<file path="src/rtl/pc_sequencer.sv">
// PC sequencer: multi-cycle control FSM that owns every write of the program counter.
// Fetch with timeout, decode, branch/jump/jr/exec dispatch, and a one-cycle exception
// step. Outputs are decoded combinationally from the registered state and current inputs.
module pc_sequencer (
  input  logic       clk,
  input  logic       reset_n,
  input  logic [5:0] opcode,
  input  logic [5:0] funct,
  input  logic       alu_zero,
  input  logic       mem_ready,
  input  logic       exec_done,
  output logic       pc_load,
  output logic [1:0] pc_source,
  output logic       iord,
  output logic       ir_write,
  output logic       epc_write,
  output logic       ra_write,
  output logic [1:0] cause,
  output logic [2:0] state
);

  typedef enum logic [2:0] {
    StReset  = 3'd0,
    StFetch  = 3'd1,
    StDecode = 3'd2,
    StBranch = 3'd3,
    StJump   = 3'd4,
    StJr     = 3'd5,
    StExec   = 3'd6,
    StExcept = 3'd7
  } state_e;

  localparam logic [5:0] OpRtype = 6'h00;
  localparam logic [5:0] OpJ     = 6'h02;
  localparam logic [5:0] OpJal   = 6'h03;
  localparam logic [5:0] OpBeq   = 6'h04;
  localparam logic [5:0] OpBne   = 6'h05;
  localparam logic [5:0] OpAddi  = 6'h08;
  localparam logic [5:0] OpLui   = 6'h0F;
  localparam logic [5:0] OpLw    = 6'h23;
  localparam logic [5:0] OpSw    = 6'h2B;
  localparam logic [5:0] FnJr    = 6'h08;

  localparam logic [1:0] CauseNone    = 2'b00;
  localparam logic [1:0] CauseInvalid = 2'b01;
  localparam logic [1:0] CauseTimeout = 2'b10;

  state_e     state_q;
  logic [3:0] tmo_q;    // consecutive FETCH cycles without mem_ready
  logic [5:0] op_q;     // opcode captured in DECODE for BRANCH/JUMP
  logic [1:0] cause_q;

  state_e     dec_next;
  logic       taken;

  // Dispatch target for the opcode/funct presented during DECODE.
  always_comb begin
    dec_next = StExcept;
    unique case (opcode)
      OpBeq, OpBne:               dec_next = StBranch;
      OpJ, OpJal:                 dec_next = StJump;
      OpRtype:                    dec_next = (funct == FnJr) ? StJr : StExec;
      OpAddi, OpLui, OpLw, OpSw:  dec_next = StExec;
      default:                    dec_next = StExcept;
    endcase
  end

  // Branch condition uses the latched opcode so late input changes cannot flip it.
  assign taken = (op_q == OpBne) ? ~alu_zero : alu_zero;

  // State register, fetch timeout counter, latched opcode and exception cause.
  always_ff @(posedge clk or negedge reset_n) begin
    if (!reset_n) begin
      state_q <= StReset;
      tmo_q   <= '0;
      op_q    <= '0;
      cause_q <= CauseNone;
    end else begin
      // Counter only survives while staying in FETCH, so it is clear on every entry.
      tmo_q <= '0;
      unique case (state_q)
        StReset: state_q <= StFetch;
        StFetch: begin
          if (mem_ready) begin
            state_q <= StDecode;
          end else if (tmo_q == 4'd15) begin
            state_q <= StExcept;
            cause_q <= CauseTimeout;
          end else begin
            tmo_q <= tmo_q + 4'd1;
          end
        end
        StDecode: begin
          op_q    <= opcode;
          state_q <= dec_next;
          if (dec_next == StExcept) cause_q <= CauseInvalid;
        end
        StBranch, StJump, StJr, StExcept: state_q <= StFetch;
        StExec: if (exec_done) state_q <= StFetch;
        default: state_q <= StReset;
      endcase
    end
  end

  // Per-state control outputs; anything not named for a state stays 0.
  always_comb begin
    pc_load   = 1'b0;
    pc_source = 2'b00;
    iord      = 1'b0;
    ir_write  = 1'b0;
    epc_write = 1'b0;
    ra_write  = 1'b0;
    unique case (state_q)
      StFetch: begin
        if (mem_ready) begin
          ir_write = 1'b1;
          pc_load  = 1'b1;
        end
      end
      StBranch: begin
        pc_source = 2'b01;
        pc_load   = taken;
      end
      StJump: begin
        pc_load   = 1'b1;
        pc_source = 2'b10;
        ra_write  = (op_q == OpJal);
      end
      StJr: pc_load = 1'b1;
      StExcept: begin
        epc_write = 1'b1;
        pc_load   = 1'b1;
        pc_source = 2'b11;
      end
      default: ;
    endcase
  end

  assign cause = cause_q;
  assign state = state_q;

endmodule

</file>
<file path="config.mk">
export PLATFORM = sky130hd
export DESIGN_NAME = pc_sequencer
export DESIGN_NICKNAME = d
export VERILOG_FILES = /design/src/rtl/pc_sequencer.sv
export SDC_FILE = /design/constraint.sdc
export NUM_CORES = 1
export LEC_CHECK = 0
export ABC_AREA = 1
export ABC_CLOCK_PERIOD_IN_PS = 1900
export CAP_MARGIN = 15
export CORE_ASPECT_RATIO = 1.1
export CORE_MARGIN = 2
export CORE_UTILIZATION = 35
export CTS_CLUSTER_SIZE = 24
export DETAILED_ROUTE_END_ITERATION = 16
export GPL_ROUTABILITY_DRIVEN = 1
export GPL_TIMING_DRIVEN = 0
export PLACE_DENSITY = 0.73
export SLEW_MARGIN = 40
export SYNTH_ARGS = -nofsm -noshare
export SYNTH_HDL_FRONTEND = slang
export SYNTH_SLANG_ARGS = --single-unit
</file>
<file path="constraint.sdc">
create_clock -name clk -period 1.9 [get_ports clk]
set_clock_uncertainty 0.2 [all_clocks]
set_input_delay 0.38 -clock clk [delete_from_list [all_inputs] [get_ports clk]]
set_output_delay 0.38 -clock clk [all_outputs]
set_load 0.01 [all_outputs]
</file>
==> impl_metrics.yaml, run 1 <==
worst_setup_path:
  cp-end-kind: "output pin"
  crit_family: "flip-flops"
  worstSetupPathType: "reg -> out"
  worst-path-buf-inv: 2
  cp_data_required_time_ps: 1320
  cp_cell_sequence: "inv_2 -> nand3_4 -> nor2_4 -> nor2_1 -> a21oi_1 -> buf_2"
  slowest_stage: "dfrtp_1"
  startpoint_type: "register"
  slowest_delay_ps: 420
  crit_fanout: 4
  worst_ep_arrival_time_ps: 1390
routing:
  first_iter_violations: 17
  drtPass1Iterations: 4
  via_per_inst: 4.83
  wl_per_cell_um: 11.4
  drc: 0
  ant_nets: 0
  num_vias: 937
  wl_mm: 2.22
layout:
  register_area_um2: 377
  fin_nets: 182
  instances_no_fill: 194
  drive_above_1_share_pct: 22.1
  finalCoreUtilization_pct: 54.0
  antenna_cells: 0
  fill_cells: 260
  multi_input_area_um2: 477
  areaGrowthSynthToFinish_pct: 48.1
power:
  ir_worst_vdd_v: 0.000560
  power.leakage_nw: 0.681
  power_mw: 1.57
  power_density_nw_per_um2: 1160
timing:
  finalCritPeriodShare_pct: 103
  finalHoldViolCount: 0
  setup_viol: 2
  rsz0062_at_grt: "true"
  holdWs_ps: 261
  timing.final.crit_period_ps: 1970
  worst_pin_slew_ps: 675
  slew_viol_final: 0
  slew_headroom_pct: 54.8
  setup_ws_ps: -65.2
  max_freq_ghz: 0.509
yosys:
  synth_xor_xnor_area_share_pct: 1.92
  ys.warnings.count: 0
  synth_top_family_by_area: "simple AND/OR/NAND/NOR gates"
  syn_area_um2: 911
  avgSynthCellArea_um2: 7.53
  synthSimpleGateAreaFrac_pct: 36.4
  ys_types: 27
  synth_seq_cells: 15
  synthAdderAreaFrac_pct: 1.37
  synth_compound_area_share_pct: 8.79
  seq_area_frac_synth_pct: 41.2
  synth.area.mux_share_pct: 0
  synthesis.nets: 139
  syn_inst: 121
run_status:
  status: "finished with violations"
  violations: "negative setup slack"
global_routing:
  grt_usage_pct: 16.8
  met1_usage_pct: 19.2
  use_met3_pct: 2.88
  antenna_found_initial: 0
  grt_pass1_wl_mm: 3.80
  globalRouteOverflowTotal: 0
  use_met2_pct: 29.6
  grt_pass1_vias: 942
  grt-busiest-layer: "met2"
  grt_max_degree: 16
clock_network:
  cts_tree: "done"
  cts.sinks: 15
  cts-root-buf: "clkbuf_4"
  cts_max_level: 1
  cts_made_buffers: 3
  cts_hold_buf: 0
  clk_latency_ps: 280
  clk_pin_slew_ps: 90
  cts_buffer_depth: 2
place:
  io_buffers: 27
  place_hpwl_mm: 1.64
  pre_cts_ws_ps: -697
  place_congestion: 0.832
  place_inst: 179
floorplanning:
  io_pins: 29
  die-area_um2: 3030
  die_height_um: 57.5
  initial_core_util_pct: 36.5
  num_rows: 19
  coreArea_um2: 2500
  fp.dieW_um: 52.6
run:
  cap_violations: 0
worst_hold_path:
  hold_class: "reg -> reg"
[state kept, by name, indices dropped and copies added (netlist names)]
name	cells
cause	2
op_q	6
state	3
tmo_q	4
[cells in the final DEF (no fill, tap or decap), drive strengths merged, types with 2 or more instances in the layout]
cell type | synthesis | final
nor3 | 2 | 2
buf | 2 | 17
dlygate4sd2 | 0 | 4
dfrtp | 15 | 15
clkdlybuf4s50 | 0 | 19
nor2 | 24 | 24
clkbuf | 0 | 4
nand3 | 12 | 12
nand4 | 5 | 5
inv | 19 | 19
nand2 | 22 | 22
o21ai | 7 | 7
a21oi | 5 | 5
[cell usage after synthesis]
| master | count | share of area [%] |
|---|---|---|
| nor2_1 | 22 | 9.1 |
| nand2_1 | 20 | 8.2 |
| inv_1 | 18 | 7.4 |
| dfrtp_1 | 15 | 41 |
| nand3_1 | 11 | 6.0 |
| o21ai_1 | 5 | 2.7 |
| a21oi_1 | 4 | 2.2 |
| nand4_1 | 4 | 2.7 |
| nand2_4 | 2 | 2.5 |
| nor3_1 | 2 | 1.1 |
| o21ai_0 | 2 | 1.1 |
| a21oi_2 | 1 | 0.96 |
| and3_1 | 1 | 0.69 |
| buf_4 | 1 | 0.82 |
| buf_6 | 1 | 1.2 |
| conb_1 | 1 | 0.41 |
| ha_1 | 1 | 1.4 |
| inv_2 | 1 | 0.41 |
| nand3_4 | 1 | 1.9 |
| nand4_2 | 1 | 1.4 |
| nor2_2 | 1 | 0.69 |
| nor2_4 | 1 | 1.2 |
| nor3b_1 | 1 | 0.82 |
| o211ai_1 | 1 | 0.82 |
| o2bb2ai_1 | 1 | 0.96 |
| xnor2_1 | 1 | 0.96 |
| xor2_1 | 1 | 0.96 |
[metal layers]
| layer | up-vias | routed length [um] |
|---|---|---|
| met3 | 5 | 121 |
| met5 | - | 0 |
| li1 | 472 | - |
| met2 | 29 | 1130 |
| met1 | 431 | 922 |
| met4 | 0 | 44 |
[cell type report]
type,instances,area share [%]
Multi-Input combinational cell,85,35.3
Sequential cell,15,27.9
Timing Repair Buffer,38,25.2
Inverter,19,5.29
Tap cell,31,2.88
Clock buffer,4,1.95
Buffer,2,1.39
[kinds of logic after synthesis]
logic type      Yosys count
simple gates             67
buf+inv                  21
flops                    15
compound gates           14
xor+xnor                  2
fa+ha+maj                 1
other cells               1
[timing repair]
action	4_1_cts	5_1_grt
gates resized for setup	20	12
pin swaps	1	5
endpoints found under the setup margin	7	4
setup buffers	3	9
[metrics by stage]
stage          instance area [um2]  setup TNS [ps]
2_1_floorplan                  911               0
3_3_place_gp                  1220           -1240
3_5_place_dp                  1220           -1300
4_1_cts                       1270            -193
5_1_grt                       1350            -341
6_report                      1350           -84.9
[final timing paths]
kind	startpoint	to	slack [ps]	depth (start not counted)
worst max-delay path	state[2]	pc_load	-70	6
min in group asynchronous	reset_n	state[1]	300	1
max in group asynchronous	reset_n	state[0]	730	1
worst max register to register	state[0]	state[0]	370	7
worst min register to register	tmo_q[0]	tmo_q[0]	260	1
worst min-delay path	tmo_q[0]	tmo_q[0]	260	1
[worst reg2reg max path, stage by stage, from the launching register on]
cell and delay [ps]:
dfrtp_2 410, buf_4 150, nor2_1 140, nand2_1 170
inv_1 150, nand3_1 90, nand2_1 70, nand2_1 50
[power by group]
part / internal, mW / switching, mW
clock: 0.0815 / 0.104
combinational: 0.429 / 0.447
sequential: 0.431 / 0.0779
total: 0.941 / 0.629
Note: power is estimated with default switching activity, not from simulation.
==> run 2: changes to the inputs <==
--- a/config.mk
+++ b/config.mk
@@ -10,12 +10,12 @@
 export CAP_MARGIN = 15
 export CORE_ASPECT_RATIO = 1.1
 export CORE_MARGIN = 2
-export CORE_UTILIZATION = 35
+export CORE_UTILIZATION = 45
 export CTS_CLUSTER_SIZE = 24
 export DETAILED_ROUTE_END_ITERATION = 16
 export GPL_ROUTABILITY_DRIVEN = 1
 export GPL_TIMING_DRIVEN = 0
-export PLACE_DENSITY = 0.73
+export PLACE_DENSITY = 0.88
 export SLEW_MARGIN = 40
 export SYNTH_ARGS = -nofsm -noshare
 export SYNTH_HDL_FRONTEND = slang
==> impl_metrics.yaml, run 2 (synthesis gave the netlist of run 1 again) <==
power:
  power_density_nw_per_um2: 1170
  power.leakage_nw: 0.661
  ir_worst_vdd_v: 0.000481
global_routing:
  grt_pass1_wl_mm: 3.64
  grt_max_degree: 16
  grt_pass1_vias: 891
  globalRouteOverflowTotal: 0
  antenna_found_initial: 0
  grt_usage_pct: 21.4
place:
  pre_cts_ws_ps: -689
  placed_area_um2: 1220
  io_buffers: 27
  place_hpwl_mm: 1.67
  place_congestion: 0.853
layout:
  multi_input_area_um2: 469
  antenna_cells: 0
  finalInstanceArea_um2: 1300
  largest_register: "op_q"
  drive_above_1_share_pct: 19.6
  layout_commonest_cell: "nor2_1"
  largest_register_ffs: 6
  register_area_um2: 377
  layout_common_cells: "nor2_1 (21), nand2_1 (19), clkdlybuf4s50_1 (19)"
  fill_cells: 162
  fin_nets: 177
  areaGrowthSynthToFinish_pct: 42.6
worst_setup_path:
  worstSetupPathType: "reg -> out"
  worst_ep_arrival_time_ps: 1480
  startpoint_type: "register"
  crit_fanout: 3
  cp-end-kind: "output pin"
  r2r-start: "state[1]"
  r2r_slack_ps: 380
  reg2reg_to: "state[0]"
  cp_data_required_time_ps: 1320
  r2r_cells: 8
clock_network:
  cts-root-buf: "clkbuf_4"
  cts_made_buffers: 3
  clk_pin_slew_ps: 90
  cts_max_level: 1
  cts.sinks: 15
  clk_latency_ps: 300
  cts_buffer_depth: 2
  cts_tree: "done"
routing:
  via_per_inst: 4.96
  drtPass1Iterations: 4
  first_iter_violations: 21
  drc: 0
  ant_nets: 0
  num_vias: 923
  wl_mm: 2.24
  wl_per_cell_um: 12.0
worst_hold_path:
  hold_class: "in -> async"
timing:
  slew_headroom_pct: 57.0
  max_freq_ghz: 0.485
  timing.final.crit_period_ps: 2060
  worst_pin_slew_ps: 643
  finalCritPeriodShare_pct: 109
  tns_ps: -199
  setup_ws_ps: -163
  rsz0062_at_grt: "true"
  finalHoldViolCount: 0
  slew_viol_final: 0
  setup_viol: 3
floorplanning:
  coreArea_um2: 1960
  die-area_um2: 2400
  die_height_um: 51.2
  fp.dieW_um: 46.9
  num_rows: 17
  io_pins: 29
  initial_core_util_pct: 46.5
run_status:
  violations: "negative setup slack"
  status: "finished with violations"
run:
  cap_violations: 0
==> run 2: routing by layer <==
metal,part of all wire [%],routed length (um),vias to the layer above,track usage (%)
li1,-,-,461,-
met3,3.4,76,5,1.06
met2,56,1250,25,40.4
met5,0,0,-,0
met1,38,850,432,21.5
met4,2.8,63,0,12.5
==> run 2: worst max-delay path, stage by stage, from the launching register on <==
cell and delay (ps):
dfrtp_1 410, nor3_2 240, nand3_1 110, nand2_1 80, nand3_2 90, a21oi_2 120
buf_2 140
==> run 2: final cells by class <==
class                           instances  share of cell area (%)
Buffer                                  2                    1.45
Clock inverter                          1                   0.385
Tap cell                               28                    2.70
Inverter                               19                    5.49
Sequential cell                        15                    29.0
Multi-Input combinational cell         85                    36.1
Timing Repair Buffer                   33                    23.1
Clock buffer                            3                    1.73
==> run 2: worst max-delay path by stage <==
stage / startpoint / to / slack (ps) / cells past startpoint
2_1_floorplan: state[1] / pc_load / 110 / 5
3_3_place_gp: mem_ready / pc_load / -630 / 6
3_5_place_dp: mem_ready / pc_load / -690 / 6
4_1_cts: op_q[0] / pc_load / -180 / 7
5_1_grt: op_q[5] / pc_load / -240 / 6
6_report: op_q[5] / pc_load / -160 / 6
==> run 2: timing repair <==
action / CTS / global route
gates resized for setup: 21 / 6
buffers inserted: 3 / 3
gates cloned: 0 / 0
endpoints found under the setup margin: 7 / 4
hold buffers: 0 / 0
pin swaps: 1 / 3
==> run 2: power breakdown <==
part	switching, mW	internal (mW)	total, mW
combinational	0.439	0.375	0.814
sequential	0.0872	0.431	0.518
clock	0.113	0.0788	0.191
total	0.639	0.885	1.52
==> run 2: metrics by stage <==
stage / std cells / hold WS [ps] / total power, mW / util, %
global placement: 176 / 245 / 1.19 / 62.1
finish: 186 / 267 / 1.52 / 66.4
detailed placement: 176 / 253 / 1.23 / 62.1
floorplan: 121 / -116 / 0.941 / -
global route: 186 / 283 / 1.62 / 66.4
CTS: 183 / 266 / 1.44 / 64.6
